$ cat config.mk
export PLATFORM = sky130hd
export DESIGN_NAME = iic_cfg_seq
export DESIGN_NICKNAME = d
export VERILOG_FILES = /design/src/rtl/iic_cfg_seq.sv
export SDC_FILE = /design/constraint.sdc
export NUM_CORES = 1
export LEC_CHECK = 0
export ABC_AREA = 1
export CAP_MARGIN = 20
export CORE_MARGIN = 2
export CORE_UTILIZATION = 53
export CTS_CLUSTER_SIZE = 28
export DETAILED_ROUTE_END_ITERATION = 10
export PLACE_DENSITY = 0.95
export SETUP_SLACK_MARGIN = 0.15
export SYNTH_ARGS = -nofsm -noshare
export SYNTH_HDL_FRONTEND = slang
export SYNTH_SLANG_ARGS = --single-unit
$ cat constraint.sdc
create_clock -name clk -period 3.6 [get_ports clk]
set_clock_uncertainty 0.1 [all_clocks]
set_input_delay 0.36 -clock clk [delete_from_list [all_inputs] [get_ports clk]]
set_output_delay 0.36 -clock clk [all_outputs]
set_load 0.01 [all_outputs]
$ cat src/rtl/iic_cfg_seq.sv
// -----------------------------------------------------------------------------
// iic_cfg_seq
// Power-up configuration sequencer. After an init request it waits PWR_DELAY
// cycles, then walks a register table of TABLE_DEPTH entries and hands each
// (register, data) pair to an external I2C write engine. Each write gets one
// start pulse and a handshake on the engine's busy flag, followed by
// GAP_CYCLES idle cycles before the next entry.
//
// Optional build macro:
//   IIC_CFG_TIMEOUT_EN - adds a per-write watchdog on the engine's busy
//                        handshake. If TIMEOUT_CYCLES pass in WAIT_HI/WAIT_LO,
//                        the sequence aborts to ERR and table_idx keeps the
//                        failing entry. Without it, error is tied low.
//
// Ports:
//   clk, rstn        - system clock, asynchronous active-low reset
//   init             - single-cycle request to run the table sequence
//   table_idx        - current table index (drives the external lookup)
//   table_reg        - register address at table_idx (combinational lookup)
//   table_data       - write data at table_idx (combinational lookup)
//   iic_device_addr  - 7-bit slave address (constant DEVICE_ADDR)
//   iic_reg_addr     - register address operand for the write engine
//   iic_data         - data operand for the write engine
//   iic_start        - one-cycle start pulse to the write engine
//   iic_busy         - write engine busy flag
//   active           - sequence in progress (PWR_WAIT through GAP)
//   done             - sequence completed, held until the next init
//   error            - sequence aborted by the watchdog, held until next init
// -----------------------------------------------------------------------------
module iic_cfg_seq #(
    parameter logic [6:0] DEVICE_ADDR    = 7'h3C,
    parameter int         REG_ADDR_LEN   = 8,
    parameter int         DATA_LEN       = 8,
    parameter int         TABLE_DEPTH    = 16,
    parameter int         PWR_DELAY      = 1000,
    parameter int         GAP_CYCLES     = 64,
    parameter int         TIMEOUT_CYCLES = 4096
) (
    input  logic                    clk,
    input  logic                    rstn,
    input  logic                    init,
    output logic [7:0]              table_idx,
    input  logic [REG_ADDR_LEN-1:0] table_reg,
    input  logic [DATA_LEN-1:0]     table_data,
    output logic [6:0]              iic_device_addr,
    output logic [REG_ADDR_LEN-1:0] iic_reg_addr,
    output logic [DATA_LEN-1:0]     iic_data,
    output logic                    iic_start,
    input  logic                    iic_busy,
    output logic                    active,
    output logic                    done,
    output logic                    error
);

    // One shared down-counter serves both the power-up delay and the
    // inter-write gap, so it is sized for the larger of the two.
    localparam int CNT_MAX = (PWR_DELAY > GAP_CYCLES) ? PWR_DELAY : GAP_CYCLES;
    localparam int CNT_W   = $clog2(CNT_MAX + 1);

    localparam logic [CNT_W-1:0] CNT_ZERO = {CNT_W{1'b0}};
    localparam logic [CNT_W-1:0] PWR_LOAD = CNT_W'(PWR_DELAY - 1);
    localparam logic [CNT_W-1:0] GAP_LOAD = CNT_W'(GAP_CYCLES - 1);
    localparam logic [CNT_W-1:0] CNT_ONE  = {{(CNT_W-1){1'b0}}, 1'b1};
    localparam logic [7:0]       LAST_IDX = 8'(TABLE_DEPTH - 1);

    typedef enum logic [3:0] {
        ST_IDLE     = 4'd0,
        ST_PWR_WAIT = 4'd1,
        ST_LOAD     = 4'd2,
        ST_ISSUE    = 4'd3,
        ST_WAIT_HI  = 4'd4,
        ST_WAIT_LO  = 4'd5,
        ST_GAP      = 4'd6,
        ST_DONE     = 4'd7,
        ST_ERR      = 4'd8
    } state_t;

    state_t                  state_r;
    state_t                  state_s;
    logic [CNT_W-1:0]        dly_cnt_r;
    logic [CNT_W-1:0]        dly_cnt_s;
    logic [7:0]              idx_r;
    logic [7:0]              idx_s;
    logic [REG_ADDR_LEN-1:0] reg_addr_r;
    logic [REG_ADDR_LEN-1:0] reg_addr_s;
    logic [DATA_LEN-1:0]     data_r;
    logic [DATA_LEN-1:0]     data_s;
    logic                    iic_start_r;
    logic                    active_r;
    logic                    done_r;
    logic                    wd_hit_s;

    // Sequence is "active" from the power-up wait through the last gap.
    function automatic logic is_active(input state_t s);
        logic r;
        case (s)
            ST_PWR_WAIT, ST_LOAD, ST_ISSUE, ST_WAIT_HI, ST_WAIT_LO, ST_GAP: r = 1'b1;
            default:                                                       r = 1'b0;
        endcase
        return r;
    endfunction

`ifdef IIC_CFG_TIMEOUT_EN
    localparam int            WD_W    = $clog2(TIMEOUT_CYCLES + 1);
    localparam logic [WD_W-1:0] WD_LAST = WD_W'(TIMEOUT_CYCLES - 1);

    logic [WD_W-1:0] wd_cnt_r;
    logic            error_r;

    // Watchdog: counts cycles of the busy handshake, restarted for every write.
    always_ff @(posedge clk or negedge rstn) begin
        if (!rstn) begin
            wd_cnt_r <= {WD_W{1'b0}};
        end else if ((state_r == ST_WAIT_HI) || (state_r == ST_WAIT_LO)) begin
            wd_cnt_r <= wd_cnt_r + {{(WD_W-1){1'b0}}, 1'b1};
        end else begin
            wd_cnt_r <= {WD_W{1'b0}};
        end
    end

    // Limit reached on the cycle that would be the TIMEOUT_CYCLES-th wait cycle.
    always_comb begin
        wd_hit_s = 1'b0;
        if (wd_cnt_r == WD_LAST) begin
            wd_hit_s = 1'b1;
        end else begin
            wd_hit_s = 1'b0;
        end
    end

    // Error flag register, follows the next state so it is high exactly in ERR.
    always_ff @(posedge clk or negedge rstn) begin
        if (!rstn) begin
            error_r <= 1'b0;
        end else begin
            error_r <= (state_s == ST_ERR);
        end
    end

    assign error = error_r;
`else
    // No watchdog: the handshake waits forever and the sequence never errors.
    always_comb begin
        wd_hit_s = 1'b0;
    end

    assign error = 1'b0;
`endif

    // Next-state and datapath update logic.
    always_comb begin
        state_s    = state_r;
        dly_cnt_s  = dly_cnt_r;
        idx_s      = idx_r;
        reg_addr_s = reg_addr_r;
        data_s     = data_r;
        case (state_r)
            ST_IDLE, ST_DONE, ST_ERR: begin
                if (init) begin
                    state_s   = ST_PWR_WAIT;
                    dly_cnt_s = PWR_LOAD;
                    idx_s     = 8'd0;
                end else begin
                    state_s = state_r;
                end
            end
            ST_PWR_WAIT: begin
                if (dly_cnt_r == CNT_ZERO) begin
                    state_s = ST_LOAD;
                end else begin
                    dly_cnt_s = dly_cnt_r - CNT_ONE;
                end
            end
            ST_LOAD: begin
                // Operands are captured here only and held through the handshake.
                reg_addr_s = table_reg;
                data_s     = table_data;
                state_s    = ST_ISSUE;
            end
            ST_ISSUE: begin
                state_s = ST_WAIT_HI;
            end
            ST_WAIT_HI: begin
                if (wd_hit_s) begin
                    state_s = ST_ERR;
                end else if (iic_busy) begin
                    state_s = ST_WAIT_LO;
                end else begin
                    state_s = ST_WAIT_HI;
                end
            end
            ST_WAIT_LO: begin
                if (wd_hit_s) begin
                    state_s = ST_ERR;
                end else if (!iic_busy) begin
                    state_s   = ST_GAP;
                    dly_cnt_s = GAP_LOAD;
                end else begin
                    state_s = ST_WAIT_LO;
                end
            end
            ST_GAP: begin
                if (dly_cnt_r != CNT_ZERO) begin
                    dly_cnt_s = dly_cnt_r - CNT_ONE;
                end else if (idx_r >= LAST_IDX) begin
                    // Last entry written; index stays saturated.
                    state_s = ST_DONE;
                end else begin
                    idx_s   = idx_r + 8'd1;
                    state_s = ST_LOAD;
                end
            end
            default: begin
                state_s = ST_IDLE;
            end
        endcase
    end

    // FSM state register.
    always_ff @(posedge clk or negedge rstn) begin
        if (!rstn) begin
            state_r <= ST_IDLE;
        end else begin
            state_r <= state_s;
        end
    end

    // Datapath registers: delay counter, table index and write operands.
    always_ff @(posedge clk or negedge rstn) begin
        if (!rstn) begin
            dly_cnt_r  <= CNT_ZERO;
            idx_r      <= 8'd0;
            reg_addr_r <= {REG_ADDR_LEN{1'b0}};
            data_r     <= {DATA_LEN{1'b0}};
        end else begin
            dly_cnt_r  <= dly_cnt_s;
            idx_r      <= idx_s;
            reg_addr_r <= reg_addr_s;
            data_r     <= data_s;
        end
    end

    // Status/strobe registers decoded from the next state so they line up
    // with the state they describe without a combinational output path.
    always_ff @(posedge clk or negedge rstn) begin
        if (!rstn) begin
            iic_start_r <= 1'b0;
            active_r    <= 1'b0;
            done_r      <= 1'b0;
        end else begin
            iic_start_r <= (state_s == ST_ISSUE);
            active_r    <= is_active(state_s);
            done_r      <= (state_s == ST_DONE);
        end
    end

    assign table_idx       = idx_r;
    assign iic_device_addr = DEVICE_ADDR;
    assign iic_reg_addr    = reg_addr_r;
    assign iic_data        = data_r;
    assign iic_start       = iic_start_r;
    assign active          = active_r;
    assign done            = done_r;

endmodule

# Word level (Yosys, flattened, before mapping)
# Cells that the tools add are included.
# W data, S select, Z words.
# classes
addsub,2
magnitude_cmp,1
n_eq_ne,21
muxes,17
n_reduce_logical,9
# op_table
op,count
$mux W10,4
$pmux W10 S4,1
$eq A4 B3 Y1 const B,8
$pmux W4 S7,1
$mux W8,3
$eq A4 B2 Y1 const B,4
$pmux W8 S2,1
$mux W4,3
$ne A2 B2 Y1 const B,6
$logic_not A10 Y1,1
$reduce_bool A10 Y1,1
$sub A10 B1 Y10 const B,1
$add A8 B1 Y8 const B,1
$eq A4 B1 Y1 const B,2
$ge A8 B4 Y1 const B,1
$reduce_or A6 Y1,1
$reduce_and A5 Y1,1
$eq A4 B4 Y1 const B,1
$logic_not A4 Y1,1
$reduce_and A4 Y1,1
$reduce_bool A4 Y1,1
$mux W3,1
$reduce_or A3 Y1,1
$mux W1,2
2 further kinds,2
# word_totals
regBits,41
inputBits,20
out_inout_bits,35
elab_cells,58

# Longest topological paths before layout
# logic_depth
word_depth,7
mapped_depth,11
depth_no_buf,11

# Least setup slack after synthesis
# No wires, ideal clock.
# synth_path
path_kind,register to register
from,register dly_cnt_r[0]
to,"register idx_r[2], in the netlist table_idx[2]"
setup_time_ps,118
arrival_time_ps,1460
t_required_ps,3382
path_slack_ps,1922
path_stages_with_launch,11
path_buffers,1
path_cell_list,dfrtp_1 -> inv_1 -> ha_1 -> nand2_1 -> nor2_4 -> nand2_2 -> nand2_2 -> nand3_2 -> buf_6 -> nand2_1 -> o21ai_2
# synth_between
elab_chain_cells,3
# synth_lines
item,line_no,rtl
"start, declared",80,logic [CNT_W-1:0] dly_cnt_r;
"start signal, assigned",236,dly_cnt_r <= dly_cnt_s;
$reduce_bool A10 Y1,203,if (dly_cnt_r != CNT_ZERO) begin
$ne A2 B2 Y1 (no source line),-,
$reduce_and A4 Y1 (no source line),-,
"end signal, assigned",237,idx_r <= idx_s;
"end, declared",82,logic [7:0] idx_r;
# Every way passes these cells.
# A chain may end at the register's enable or synchronous reset.

# Worst setup path after layout
# layout_path
from,register dly_cnt_r[0]
to,"register idx_r[0], in the netlist table_idx[0]"
# The elaborated chain is that of the path after synthesis.

==> results.txt <==
- For this run, design rule violations remaining after detail routing come to 0.
- The count of final hold-check violations is 0.
- For this design the ratio of total power to cell area is 857 nW/um^2.
- The final count of pins violating max slew came to 0.
- Number of warning messages in the yosys log: 0
* Library cell used as clock root buffer: clkbuf_8
* Mapped Area: 2230 sq um
* Synth top area cells: dfrtp_1 (46%), nand2_1 (23%), nor2_1 (4.4%), nand3_1 (3.4%), buf_4 (3.0%)
- Overflow after GRT: 0
- Number of global-route vias before repair: 1852
- Maximum frequency from static timing analysis: 518 MHz
- Counting both buffers and inverters, the worst setup path holds a total of 1.
- Pin count of the biggest net entering global routing: 42
- Vertical die dimension: 68.8 um
- Fraction of post-synthesis cell area in the top cell type by area: 46.1%
- Seq cells post-synth: 41
- Maximum number of buffers from clock root to sink: 2
- In the layout the commonest cells are nand2_1 (138), clkdlybuf4s50_1 (45), dfrtp_1 (41), nor2_1 (26), inv_1 (16).
- Effective utilization at floorplan: 55.3%
- The design draws 2.40 mW.
- Post-route minimum period: 1930 ps
- 0 antenna diodes ended up in the layout.
* Die Width: 68.8 um
- Register area share after synthesis: 46.1%
- On the worst path, the slowest cell contributes a delay of 420 ps.
* Total of endpoints with negative setup slack in the final report: 0
- Residual antenna-violating net count after detailed routing: 0
* CP Cell Sequence: inv_1 > ha_1 > nand2_1 > nor2_4 > nand2_2 > nand2_2 > nand3_2 > nand2_1 > o21ai_2
* Cell count after synthesis: 302
- Largest delay share family, worst path: simple AND/OR/NAND/NOR gates
- DR pass1 iterations: 4
- The die covers 4740 sq um.
- At the worst endpoint, the arrival time is 2010 ps.
- Fin crit share: 53.6%
* Global-route usage over all layers: 22.5%
- Category of the critical setup timing path: register to register
- Wire per inst: 11.7 um
- Number of standard-cell rows in the floorplan: 23
- The run finished with clean final reports.
* Leakage dissipation: 1.45 nW
* DRT iter0 DRCs: 101
- Required @ worst endpoint: 3680 ps
* Top-Level Pins: 55
- The first global-routing pass estimated 7.87 mm of wire.
- Layout net count: 371
- CTS Hold Bufs: 0
- From synthesis to final layout, the design area changed by 25.7%.
- The number of gates resized after CTS was 0.
- Kind of end point of the critical path: register
- Summed over all layers, the routed wires come to 4.68 mm.
- Counting distinct cell types in the post-synthesis netlist gives 25.
- Routability-driven placement finished with a final weighted congestion of 0.885.
- Clock tree synthesis found a total of 41 sinks.
- The biggest area contributor in the post-synthesis netlist is dfrtp_1.
- Maximum fanout along the worst path: 12
* Max-Slew Margin vs Limit: 41.1%
* Hold/Removal Path Class: input port to async pin
- STA classifies the critical path startpoint as a register.
* Syn_area_per_cell: 7.37 sq um
- CTS H-Tree Depth: 2
* Cell at the slowest stage of the critical path: dfrtp_1
* Estimated wirelength of the detail-placed design: 3.42 mm
- CTS tree: yes
- Cells with a size suffix above 1 make up 13.1% of the layout.
- Placeable core region: 4030 sq um
- The count of buffers added on input and output ports is 46.
* Total number of vias: 1965
- For the worst-skew pair, the clock arrives at the later sink with an insertion delay of 290 ps.
- After clock tree synthesis, the clock-pin slew on the worst setup and hold paths is 80 ps.
* Max Cap Violations: 0
* Vias per std cell: 4.91
- Maximum VDD drop: 0.479 mV
- Most common cell after layout, fill and taps aside: nand2_1
* Unrepaired setup endpoints after global routing: no
* Initial antenna violation count: 0
- CTS buffer count: 5
- Fillers: 288
- Number of setup buffers added after CTS: 0
- At the pin with the least slew margin, the transition time is 883 ps.
- Sum of negative setup slack: 0 ps
* Utilization of the core after routing: 69.5%
final cells by class:
cell class                      count  area, sq um  share of cell area (%)
Tap cell                           50         62.6                    2.24
Clock inverter                      2         37.5                    1.34
Timing Repair Buffer               46          455                    16.3
Inverter                           29          109                    3.89
Sequential cell                    41         1030                    36.7
Clock buffer                        6         82.6                    2.95
Multi-Input combinational cell    226         1030                    36.7
metal layers:
layer | vias to the layer above | track usage [%] | share of wire, %
met5 | - | 0 | 0
met4 | 0 | 6.86 | 1.2
met3 | 8 | 7.79 | 6.5
met2 | 53 | 37.5 | 49
met1 | 906 | 27.7 | 43
li1 | 998 | - | -
logic make-up after synthesis:
logic type / Yosys count / synth area share [%]
AND/OR/NAND/NOR: 204 / 39.9
AO/OA/AOI/OAI: 11 / 3.31
buffers and inverters: 41 / 8.88
other: 2 / 0.337
XOR/XNOR: 1 / 0.393
flip-flops: 41 / 46.1
adder cells (fa/ha/maj): 2 / 1.12
registers in the layout, summed over array words and instances (netlist names):
register      count
table_idx         8
dly_cnt_r        10
iic_reg_addr      8
iic_data          8
iic_start         1
active            1
state_r           4
done              1
path summary, 6_finish.rpt:
kind,start,endpoint,slack [ps],depth (start not counted)
hold / removal,rstn,state_r[2]$_DFF_PN0_,80,1
max in group asynchronous,rstn,dly_cnt_r[3]$_DFFE_PN0P_,2760,1
min in group clk,iic_data[5]$_DFFE_PN0P_,iic_data[5]$_DFFE_PN0P_,380,2
hold reg to reg,iic_data[5]$_DFFE_PN0P_,iic_data[5]$_DFFE_PN0P_,380,2
setup / recovery,dly_cnt_r[0]$_DFFE_PN0P_,table_idx[0]$_DFFE_PN0P_,1670,9
setup reg to reg,dly_cnt_r[0]$_DFFE_PN0P_,table_idx[0]$_DFFE_PN0P_,1670,9
power breakdown:
part | switching, mW | internal (mW) | leakage, nW
Combinational | 0.736 | 0.485 | 0.881
Sequential | 0.149 | 0.647 | 0.513
Clock | 0.155 | 0.225 | 0.0574
Total | 1.04 | 1.36 | 1.45
stage by stage:
stage	setup WS, ps	instance area [sq um]	hold WS (ps)	instances
finish	1670	2800	83.6	400
global route	1480	2800	168	400
CTS	1680	2800	111	400
detailed placement	1690	2680	358	392
global placement	1790	2680	354	392
floorplan	1920	2250	-35.6	308
synthesized netlist by cell type, drive strengths merged:
master  number
a21oi        2
o21ai        9
nor3         1
nand3b       2
nand2      144
xor2         1
buf         12
nand3       19
conb         2
inv         28
nand4        2
nor2        33
dfrtp       41
ha           2
clkinv       1
or2          3
Power figures use the tool's default switching activity.
==> variant, RTL diff (same flow settings) <==
The output `iic_start` loses its register stage (`iic_start_r` becomes a continuous assignment).
--- a/src/rtl/iic_cfg_seq.sv
+++ b/src/rtl/iic_cfg_seq.sv
@@ -246,3 +246,2 @@
         if (!rstn) begin
-            iic_start_r <= 1'b0;
             active_r    <= 1'b0;
@@ -250,3 +249,2 @@
         end else begin
-            iic_start_r <= (state_s == ST_ISSUE);
             active_r    <= is_active(state_s);
@@ -255,2 +253,4 @@
     end
+
+    assign iic_start_r = (state_s == ST_ISSUE);
 
Check against the original RTL: no difference found for any inputs over 10 cycles, from zero or initial values and one cycle with rstn low; that may be too few to reach the edited logic, so the function may still have changed.
==> variant against the original RTL <==
- first-iteration DRC count unchanged
- worst setup slack worse by 570 ps
- global-route usage up 0.80 points
- power up 1.5%
- synthesized cell count down 0.33%
- critical path depth down 5
- design area down 0.58%
- sequential cell count down 1
- register-to-register slack worse by 60 ps
- non-clock buffer count unchanged
- synthesized area down 1.1%
- routed wire length up 4.1%
- highest routed layer unchanged
==> variant: results (changes against the original RTL) <==
[routing]
wire_per_inst_um=12.2  ; +4.6%
routed_via_density=5.05  ; +2.8%

[synthesis]
synth_cell_types=25  ; unchanged
synth-xor-area-share_pct=0.398  ; +0.0045 points
synth_compound_area_share_pct=3.35  ; +0.038 points
netlist_top_cells_area=dfrtp_1, nand2_1, nor2_1, nand3_1, buf_4
synthAdderAreaFrac_pct=1.14  ; +0.013 points
synthTopCellsByCount=nand2_1, dfrtp_1, nor2_1
ys_seq_area_share_pct=45.5  ; -0.61 points
syn_inst=301  ; -0.33%

[placement]
routabilityCongestion=0.894  ; +1.0%
placed_area_sq_um=2650  ; -0.93%
hpwl_mm=3.49  ; +1.9%
dp_slack_ps=1500  ; -192 ps
placed_cells=391  ; -0.26%

[cts]
ctsResizeCount=0  ; unchanged
postCtsHoldBufs=0  ; unchanged

[critical_path]
cp-startpoint=state_r[2]$_DFF_PN0_
max_stage_delay_ps=620  ; +200 ps
crit_arrival_ps=2040  ; +30 ps
reg2reg_to=table_idx[3]$_DFFE_PN0P_
endpoint=iic_start
rrSetupSlack_ps=1610  ; -60 ps
reg2reg_from=dly_cnt_r[0]$_DFFE_PN0P_
path_max_fanout=19  ; +7
cpMaxStageDelayCell=clkdlybuf4s50_1
cpLargestDelayFamily=buffers and inverters

[pwr]
p_sw_mw=1.04  ; about the same
leakagePower_nw=1.44  ; -0.48%
ir_drop_uv=538  ; +12%

[global_routing]
grtUsageTotal_pct=23.3  ; +0.80 points
grt_pass1_wl_mm=8.15  ; +3.6%
grt_pass1_vias=1838  ; -0.76%
grt_max_degree=41  ; -2.4%

[cells_and_area]
stdcell_count=398  ; -0.50%
drive_gt1_share_pct=12.9  ; -0.21 points
nNetsFinal=370  ; -0.27%

[timing]
postLayoutSetupSlackWorst_ps=1100  ; -570 ps
relSlewSlack_pct=41.6  ; +0.48 points
slew_violations=0  ; unchanged

[run_status]
status=complete, no violations

variant: through the flow:
stage	hold slack, ps	util [%]
2_1_floorplan	-35.6	-
3_3_place_gp	353	66.3
3_5_place_dp	357	66.3
4_1_cts	98.7	69.6
5_1_grt	138	69.6
6_report	77.0	69.6
variant: per-layer routing:
metal	GRT usage, %	part of all wire [%]
met3	5.92	5.6
met5	0	0
met2	38.5	51
met4	7.75	2.2
met1	29.9	41
variant: kinds of logic after synthesis:
group                    after synthesis
adder cells (fa/ha/maj)                2
flip-flops                            40
AO/OA/AOI/OAI                         11
AND/OR/NAND/NOR                      204
XOR/XNOR                               1
buffers and inverters                 41
other                                  2
variant: layout make-up:
| type | instances | area [sq um] |
|---|---|---|
| Multi-Input combinational cell | 226 | 1030 |
| Clock inverter | 2 | 60.1 |
| Fill cell | 296 | 1220 |
| Inverter | 29 | 109 |
| Tap cell | 50 | 62.6 |
| Timing Repair Buffer | 46 | 455 |
| Sequential cell | 40 | 1000 |
| Clock buffer | 5 | 68.8 |
variant: power groups by stage:
stage | combinational, mW | sequential (mW) | clock, mW
2_1_floorplan | 0.788 | 0.806 | 0
3_3_place_gp | 1.16 | 0.771 | 0
3_5_place_dp | 1.22 | 0.775 | 0
4_1_cts | 1.23 | 0.775 | 0.430
5_1_grt | 1.39 | 0.802 | 0.452
6_report | 1.23 | 0.777 | 0.425
